## src/rtl/fixed_sat_mult_pipe_if.sv

```systemverilog
// Operand/result handshake bundle for the saturating fixed-point multiplier.
// master drives operands and out_ready; slave is the multiplier itself.
interface fixed_sat_mult_pipe_if #(
    parameter int IN_W  = 32,
    parameter int OUT_W = 16
);
    logic             in_valid;
    logic             in_ready;
    logic [IN_W-1:0]  a_in;
    logic [IN_W-1:0]  b_in;
    logic             round_mode;
    logic             out_valid;
    logic             out_ready;
    logic [OUT_W-1:0] p_out;
    logic             overflow;
    logic             underflow;

    modport master (
        output in_valid, a_in, b_in, round_mode, out_ready,
        input  in_ready, out_valid, p_out, overflow, underflow
    );

    modport slave (
        input  in_valid, a_in, b_in, round_mode, out_ready,
        output in_ready, out_valid, p_out, overflow, underflow
    );
endinterface

```

## src/rtl/fixed_sat_mult_pipe.sv

```systemverilog
// Three-stage saturating signed Qm.n multiplier with truncate/round-half-up,
// global-stall backpressure and saturating clip-event counters.
module fixed_sat_mult_pipe #(
    parameter int IN_W     = 32,
    parameter int IN_FRAC  = 8,
    parameter int OUT_W    = 16,
    parameter int OUT_FRAC = 8,
    parameter int CNT_W    = 16
) (
    input  logic                 clk,
    input  logic                 rst,
    fixed_sat_mult_pipe_if.slave bus,
    input  logic                 clr_cnt,
    output logic [CNT_W-1:0]     sat_pos_cnt,
    output logic [CNT_W-1:0]     sat_neg_cnt
);
    localparam int PW    = 2 * IN_W;
    localparam int RW    = PW + 1;
    localparam int SHIFT = 2 * IN_FRAC - OUT_FRAC;

    // Half an output LSB in product units; zero when no bits are dropped.
    localparam logic [RW-1:0] HALF  = (RW'(1) << SHIFT) >> 1;
    localparam logic [RW-1:0] MAX_U = (RW'(1) << (OUT_W - 1)) - RW'(1);
    localparam logic [RW-1:0] MIN_U = RW'(0) - (RW'(1) << (OUT_W - 1));
    localparam logic signed [RW-1:0] MAX_R = $signed(MAX_U);
    localparam logic signed [RW-1:0] MIN_R = $signed(MIN_U);

    logic                    en;
    logic                    acc;

    logic                    v1_q, v1_d;
    logic signed [IN_W-1:0]  a1_q, a1_d;
    logic signed [IN_W-1:0]  b1_q, b1_d;
    logic                    rm1_q, rm1_d;

    logic                    v2_q, v2_d;
    logic signed [PW-1:0]    prod_q, prod_d;
    logic                    rm2_q, rm2_d;

    logic                    v3_q, v3_d;
    logic [OUT_W-1:0]        p_q, p_d;
    logic                    ov_q, ov_d;
    logic                    un_q, un_d;

    logic [CNT_W-1:0]        pos_q, pos_d;
    logic [CNT_W-1:0]        neg_q, neg_d;

    logic signed [RW-1:0]    r;
    logic signed [RW-1:0]    s;
    logic                    s_ov;
    logic                    s_un;

    // Whole pipe advances together; it stalls only on a held result.
    assign en  = bus.out_ready | ~v3_q;
    assign acc = v3_q & bus.out_ready;

    // Round, rescale and clip the registered product.
    always_comb begin
        r    = RW'(prod_q) + (rm2_q ? HALF : '0);
        s    = r >>> SHIFT;
        s_ov = s > MAX_R;
        s_un = s < MIN_R;
    end

    // Next state of all pipeline stages; hold everything while stalled.
    always_comb begin
        v1_d   = v1_q;
        a1_d   = a1_q;
        b1_d   = b1_q;
        rm1_d  = rm1_q;
        v2_d   = v2_q;
        prod_d = prod_q;
        rm2_d  = rm2_q;
        v3_d   = v3_q;
        p_d    = p_q;
        ov_d   = ov_q;
        un_d   = un_q;
        if (en) begin
            v1_d   = bus.in_valid;
            a1_d   = bus.a_in;
            b1_d   = bus.b_in;
            rm1_d  = bus.round_mode;
            v2_d   = v1_q;
            prod_d = PW'(a1_q) * PW'(b1_q);
            rm2_d  = rm1_q;
            v3_d   = v2_q;
            ov_d   = s_ov;
            un_d   = s_un;
            if (s_ov) begin
                p_d = MAX_U[OUT_W-1:0];
            end else if (s_un) begin
                p_d = MIN_U[OUT_W-1:0];
            end else begin
                p_d = s[OUT_W-1:0];
            end
        end
    end

    // Clip counters count accepted results only; clear beats increment.
    always_comb begin
        pos_d = pos_q;
        neg_d = neg_q;
        if (clr_cnt) begin
            pos_d = '0;
            neg_d = '0;
        end else begin
            if (acc && ov_q && (pos_q != '1)) begin
                pos_d = pos_q + 1'b1;
            end
            if (acc && un_q && (neg_q != '1)) begin
                neg_d = neg_q + 1'b1;
            end
        end
    end

    // State registers with synchronous reset that drops all in-flight data.
    always_ff @(posedge clk) begin
        if (rst) begin
            v1_q   <= 1'b0;
            a1_q   <= '0;
            b1_q   <= '0;
            rm1_q  <= 1'b0;
            v2_q   <= 1'b0;
            prod_q <= '0;
            rm2_q  <= 1'b0;
            v3_q   <= 1'b0;
            p_q    <= '0;
            ov_q   <= 1'b0;
            un_q   <= 1'b0;
            pos_q  <= '0;
            neg_q  <= '0;
        end else begin
            v1_q   <= v1_d;
            a1_q   <= a1_d;
            b1_q   <= b1_d;
            rm1_q  <= rm1_d;
            v2_q   <= v2_d;
            prod_q <= prod_d;
            rm2_q  <= rm2_d;
            v3_q   <= v3_d;
            p_q    <= p_d;
            ov_q   <= ov_d;
            un_q   <= un_d;
            pos_q  <= pos_d;
            neg_q  <= neg_d;
        end
    end

    assign bus.in_ready  = en;
    assign bus.out_valid = v3_q;
    assign bus.p_out     = p_q;
    assign bus.overflow  = ov_q;
    assign bus.underflow = un_q;
    assign sat_pos_cnt   = pos_q;
    assign sat_neg_cnt   = neg_q;
endmodule

```

## src/flat_wrapper.sv

```systemverilog
// flat-port wrapper written by rule: the top's interface ports become plain ports
module fixed_sat_mult_pipe_flat 
#(
    parameter int IN_W     = 32,
    parameter int IN_FRAC  = 8,
    parameter int OUT_W    = 16,
    parameter int OUT_FRAC = 8,
    parameter int CNT_W    = 16
)
  (clk, rst, clr_cnt, sat_pos_cnt, sat_neg_cnt, bus_in_valid, bus_a_in, bus_b_in, bus_round_mode, bus_out_ready, bus_in_ready, bus_out_valid, bus_p_out, bus_overflow, bus_underflow);
  fixed_sat_mult_pipe_if #(.IN_W(IN_W), .OUT_W(OUT_W)) bus_i ();
  input  logic clk;
  input  logic rst;
  input  logic clr_cnt;
  output logic [CNT_W-1:0] sat_pos_cnt;
  output logic [CNT_W-1:0] sat_neg_cnt;
  input wire logic [$bits(bus_i.in_valid)-1:0] bus_in_valid;
  input wire logic [$bits(bus_i.a_in)-1:0] bus_a_in;
  input wire logic [$bits(bus_i.b_in)-1:0] bus_b_in;
  input wire logic [$bits(bus_i.round_mode)-1:0] bus_round_mode;
  input wire logic [$bits(bus_i.out_ready)-1:0] bus_out_ready;
  output wire logic [$bits(bus_i.in_ready)-1:0] bus_in_ready;
  output wire logic [$bits(bus_i.out_valid)-1:0] bus_out_valid;
  output wire logic [$bits(bus_i.p_out)-1:0] bus_p_out;
  output wire logic [$bits(bus_i.overflow)-1:0] bus_overflow;
  output wire logic [$bits(bus_i.underflow)-1:0] bus_underflow;
  assign bus_i.in_valid = bus_in_valid;
  assign bus_i.a_in = bus_a_in;
  assign bus_i.b_in = bus_b_in;
  assign bus_i.round_mode = bus_round_mode;
  assign bus_i.out_ready = bus_out_ready;
  assign bus_in_ready = bus_i.in_ready;
  assign bus_out_valid = bus_i.out_valid;
  assign bus_p_out = bus_i.p_out;
  assign bus_overflow = bus_i.overflow;
  assign bus_underflow = bus_i.underflow;
  fixed_sat_mult_pipe #(.IN_W(IN_W), .IN_FRAC(IN_FRAC), .OUT_W(OUT_W), .OUT_FRAC(OUT_FRAC), .CNT_W(CNT_W)) u_core (.clk(clk), .rst(rst), .bus(bus_i), .clr_cnt(clr_cnt), .sat_pos_cnt(sat_pos_cnt), .sat_neg_cnt(sat_neg_cnt));
endmodule
```

## config.mk

```make
export PLATFORM = sky130hd
export DESIGN_NAME = fixed_sat_mult_pipe_flat
export DESIGN_NICKNAME = d
export VERILOG_FILES = /design/src/rtl/fixed_sat_mult_pipe_if.sv /design/src/rtl/fixed_sat_mult_pipe.sv /design/src/flat_wrapper.sv
export SDC_FILE = /design/constraint.sdc
export NUM_CORES = 2
export LEC_CHECK = 0
export BUFFER_PORTS_ARGS = -buffer_cell sky130_fd_sc_hd__buf_2
export CELL_PAD_IN_SITES_DETAIL_PLACEMENT = 1
export CELL_PAD_IN_SITES_GLOBAL_PLACEMENT = 1
export CORE_UTILIZATION = 47
export DETAILED_ROUTE_END_ITERATION = 12
export HOLD_SLACK_MARGIN = 0.12
export PLACE_DENSITY = 0.86
export SETUP_SLACK_MARGIN = 0.3
export SYNTH_ARGS = -nofsm -noshare
export SYNTH_HDL_FRONTEND = slang
export SYNTH_SLANG_ARGS = --single-unit
```

## constraint.sdc

```tcl
create_clock -name clk -period 7.15 [get_ports clk]
set_input_delay 1.0725 -clock clk [delete_from_list [all_inputs] [get_ports clk]]
set_output_delay 1.0725 -clock clk [all_outputs]
set_load 0.05 [all_outputs]
```

==> flow_metrics.env, run 1 <==
export IMPL_error="[ERROR GRT-0232] Routing congestion too high. Check the congestion heatmap in the GUI."
export IMPL_synth_edf_count=0
export IMPL_lastStage="global routing (5_1_grt)"
export IMPL_cts_root_buf="clkbuf_16"
export IMPL_postSynthAreaPerCell_um2=9.07
export IMPL_synth_cells=4814
export IMPL_rows=111
export IMPL_synth_area_um2=43600
export IMPL_numCtsBuffers=17
export IMPL_portBuffers=121
export IMPL_cts_sinks=176
export IMPL_dpl_hpwl_um=140000
export IMPL_yosysTopAreaCell="fa_1"
export IMPL_ys_top_cells_by_area="fa_1, inv_1, dfxtp_1"
export IMPL_ctsHoldBuffers=0
export IMPL_gp_congestion=0.919
export IMPL_ys_types=79
export IMPL_status="did not finish"
export IMPL_place_ws_ps=-858
export IMPL_track_usage_pct=67.2
export IMPL_grt_max_degree=83
export IMPL_synth_nets=6148
export IMPL_synth_warning_count=0
export IMPL_crit_endpoint="u_core.prod_q[60]$_SDFFE_PP0P_/D"
export IMPL_die_h_um=307
export IMPL_clock_path_buffers=2
export IMPL_dieWidth_um=307
export IMPL_ys_seq_elements=176
export IMPL_synth_seq_area_share_pct=8.07
export IMPL_worst_endpoint_kind="register input"
export IMPL_grt_remaining_overflow=233
export IMPL_placed_area_um2=49800
export IMPL_ioPinCount=122
export IMPL_synthFlopType="dfxtp_1"
export IMPL_synth_top_area_share_pct=49.6
export IMPL_synthArstFlopShare_pct=0
export IMPL_initial_utilization_pct=47.5
export IMPL_cts_max_level=4
cells in the mapped netlist (12+ instances only):
cell / n
a211oi_1: 12
a21o_1: 21
a21oi_1: 176
a22o_1: 17
a31oi_1: 17
and2_1: 507
and3_1: 16
clkbuf_1: 254
dfxtp_1: 176
fa_1: 1081
ha_1: 183
inv_1: 996
nand2_1: 775
nand3_1: 50
nand4_1: 34
nor2_1: 108
nor3_1: 22
o21ai_0: 46
xnor2_1: 79
xor2_1: 59
cell families after synthesis:
logic type / share of synthesized area [%]
multiplexers: 0.0946
buffers and inverters: 11.0
adder cells (fa/ha/maj): 54.8
AND/OR/NAND/NOR: 17.9
AO/OA/AOI/OAI: 5.33
flip-flops: 8.07
XOR/XNOR: 2.77
per-stage QoR:
stage                     cells  setup TNS [ps]
after CTS                  6538           -7560
after detailed placement   6394          -22190
after global placement     6394           -7380
after floorplan            4814               0
metal layers:
| layer | track usage, % | GRT overflow |
|---|---|---|
| met5 | 27.2 | 0 |
| met3 | 52.5 | 1 |
| met1 | 63.6 | 0 |
| met4 | 70.2 | 104 |
| met2 | 85.4 | 128 |
timing repair:
item,CTS
gates resized for setup,423
cloned,5
setup buffers,107
endpoints found under the setup margin,46
pin swaps,213
==> run 2: changes to the inputs <==
==> config.mk (replaced) <==
export PLATFORM = sky130hd
export DESIGN_NAME = fixed_sat_mult_pipe_flat
export DESIGN_NICKNAME = d
export VERILOG_FILES = /design/src/rtl/fixed_sat_mult_pipe_if.sv /design/src/rtl/fixed_sat_mult_pipe.sv /design/src/flat_wrapper.sv
export SDC_FILE = /design/constraint.sdc
export NUM_CORES = 2
export LEC_CHECK = 0
export BUFFER_PORTS_ARGS = -buffer_cell sky130_fd_sc_hd__buf_2
export CORE_UTILIZATION = 40
export DETAILED_ROUTE_END_ITERATION = 12
export PLACE_DENSITY_LB_ADDON = 0.15
export SYNTH_ARGS = -nofsm -noshare
export SYNTH_HDL_FRONTEND = slang
export SYNTH_SLANG_ARGS = --single-unit
==> constraint.sdc (replaced) <==
create_clock -name clk -period 9.3 [get_ports clk]
set_input_delay 1.395 -clock clk [delete_from_list [all_inputs] [get_ports clk]]
set_output_delay 1.395 -clock clk [all_outputs]
set_load 0.05 [all_outputs]
==> run 2 against run 1 <==
Effect of this change:
- the run now ends clean
- area after synthesis unchanged
- synthesized cell count unchanged
==> flow_metrics.env, run 2 <==
export IMPL_ys_top_cells_by_area="fa_1, inv_1, dfxtp_1"
export IMPL_gp_congestion=0.858
export IMPL_dr_pass1_iters=5
export IMPL_synthTopCellsByCount="fa_1, inv_1, nand2_1"
export IMPL_tightest_slew_ps=1150
export IMPL_synth_top_area_share_pct=49.6
export IMPL_clock_path_buffers=2
export IMPL_cp_max_fo=25
export IMPL_finalWirelength_um=123000
export IMPL_reg_top3="u_core.prod_q (57), u_core.a1_q (32), u_core.b1_q (32)"
export IMPL_cts_sinks=176
export IMPL_use_met2_pct=42.7
export IMPL_period_share_pct=92.9
export IMPL_grt_setup_unrepaired="no"
export IMPL_ys_types=79
export IMPL_synth_seq_area_share_pct=8.07
export IMPL_crit_arrival_ps=9030
export IMPL_regMostFlops="u_core.prod_q"
export IMPL_grt_remaining_overflow=0
export IMPL_postCtsSetupBuffers=0
export IMPL_cts_resized=0
export IMPL_portBuffers=121
export IMPL_largest_reg_flops=57
export IMPL_synth_most_common_cell="fa_1"
export IMPL_drc=0
export IMPL_cts_tree="built"
export IMPL_slew_headroom_pct=23.2
export IMPL_grt_pass1_wl_um=200000
export IMPL_fin_worst_skew_ps=23.5
export IMPL_max_freq_mhz=116
export IMPL_synthFlopType="dfxtp_1"
export IMPL_vias_per_cell=5.02
export IMPL_cp_end_kind="flip-flop"
export IMPL_place_inst=6203
export IMPL_clock_latency_ps=500
export IMPL_fin_ws_ps=661
export IMPL_finalHoldViolCount=0
export IMPL_synth_nets=6148
export IMPL_place_ws_ps=759
export IMPL_worstPathRequired_ps=9690
export IMPL_layout_drive_gt1_share_pct=6.87
export IMPL_postSynthAreaPerCell_um2=9.07
export IMPL_worstSetupPathType="reg2reg"
export IMPL_setup_violations=0
export IMPL_ys_seq_elements=176
export IMPL_rows=120
export IMPL_grt_antenna_before_repair=1
export IMPL_final_cell_mix="fa_1, inv_1, nand2_1"
export IMPL_final_nets=6153
export IMPL_yosysTopAreaCell="fa_1"
export IMPL_crit_top_cell="fa_1"
export IMPL_grt_use_met3_pct=2.19
export IMPL_layout_commonest_cell="fa_1"
export IMPL_critPathSlowestCell="dfxtp_1"
export IMPL_synthArstFlopShare_pct=0
export IMPL_top_usage_layer="met2"
export IMPL_numCtsBuffers=17
export IMPL_drt_iter0_markers=1667
export IMPL_clkTransAtPathRegs_ps=90
export IMPL_power_density_nw_per_um2=305
export IMPL_cts_max_level=4
export IMPL_grt_max_degree=77
export IMPL_final_util_pct=43.3
export IMPL_min_path_type="reg2reg"
export IMPL_die_area_um2=110000
export IMPL_layout_min_cycle_time_ps=8640
export IMPL_postRouteAntennaNets=0
export IMPL_dieWidth_um=332
export IMPL_core_um2=108000
export IMPL_layout_cells_non_filler=6235
export IMPL_synth_warning_count=0
export IMPL_cap_viol_max_count=0
export IMPL_status="finished, final reports clean"
export IMPL_ioPinCount=122
export IMPL_placed_area_um2=46000
export IMPL_syn2layout_area_growth_pct=6.84
export IMPL_final_setup_tns_ps=0
export IMPL_die_h_um=332
export IMPL_cpPeakStageDelay_ps=1090
export IMPL_synth_cells=4814
export IMPL_p_leak_nw=22.8
export IMPL_initial_utilization_pct=40.5
export IMPL_synth_edf_count=0
export IMPL_synth_area_um2=43600
export IMPL_wire_per_inst_um=19.7
export IMPL_start_kind="flip-flop"
export IMPL_cts_root_buf="clkbuf_16"
export IMPL_met1_usage_pct=29.4
export IMPL_num_vias=31300
export IMPL_final_cell_area_um2=46600
export IMPL_dpl_hpwl_um=104000
export IMPL_track_usage_pct=23.6
export IMPL_peakVddDrop_mv=0.346
export IMPL_ctsHoldBuffers=0
export IMPL_drv_slew=0
export IMPL_antenna_cells=0
export IMPL_grt_pass1_vias=35200
## run 2: worst max-delay path: cells and delay by family, from the launching register on
kind / cells / cell delay (ps)
adder cells (fa/ha/maj): 9 / 4280
AND/OR/NAND/NOR: 5 / 1630
flip-flops: 1 / 1090
AO/OA/AOI/OAI: 5 / 1000
buffers and inverters: 5 / 410
XOR/XNOR: 1 / 140
## run 2: final timing paths
path / slack [ps] / to / cells past startpoint / startpoint
max: 660 / u_core.prod_q[61]$_SDFFE_PP0P_ / 25 / u_core.b1_q[12]$_SDFFE_PP0P_
min: 460 / u_core.a1_q[26]$_SDFFE_PP0P_ / 2 / u_core.a1_q[26]$_SDFFE_PP0P_
max reg2reg: 660 / u_core.prod_q[61]$_SDFFE_PP0P_ / 25 / u_core.b1_q[12]$_SDFFE_PP0P_
min reg2reg: 460 / u_core.a1_q[26]$_SDFFE_PP0P_ / 2 / u_core.a1_q[26]$_SDFFE_PP0P_
## run 2: logic make-up (layout without fill, tap and decap cells)
family / Yosys count / after routing / synth area share, %
AND/OR/NAND/NOR: 1598 / 1598 / 17.9
adder cells (fa/ha/maj): 1264 / 1264 / 54.8
multiplexers: 4 / 4 / 0.0946
buffers and inverters: 1263 / 1281 / 11.0
AO/OA/AOI/OAI: 371 / 371 / 5.33
XOR/XNOR: 138 / 138 / 2.77
flip-flops: 176 / 176 / 8.07
## run 2: cell type report
cell class / count / area, um2
multi-input combinational: 3375 / 35300
inverter: 996 / 3740
clock buffer: 17 / 425
timing repair buffer: 253 / 1640
fill: 10800 / 61000
sequential: 176 / 3530
tap: 1403 / 1760
clock inverter: 15 / 206
## run 2: metal layers
metal,vias to the layer above,wire length (um)
met3,161,3890
met4,0,3980
met1,16300,51800
li1,14200,-
met5,-,0
met2,564,63400
## run 2: report_power, final
group | switching [W] | internal [W] | total, W
Clock | 0.000436 | 0.000377 | 0.000814
Sequential | 0.000258 | 0.000958 | 0.00122
Combinational | 0.00711 | 0.00508 | 0.0122
## run 2: metrics by stage
stage	hold slack [ps]	power, W
finish	457	0.0142
global route	475	0.0160
CTS	459	0.0144
detailed placement	445	0.0135
global placement	441	0.0136
floorplan	432	0.0103
Note: power is estimated with default switching activity, not from simulation.
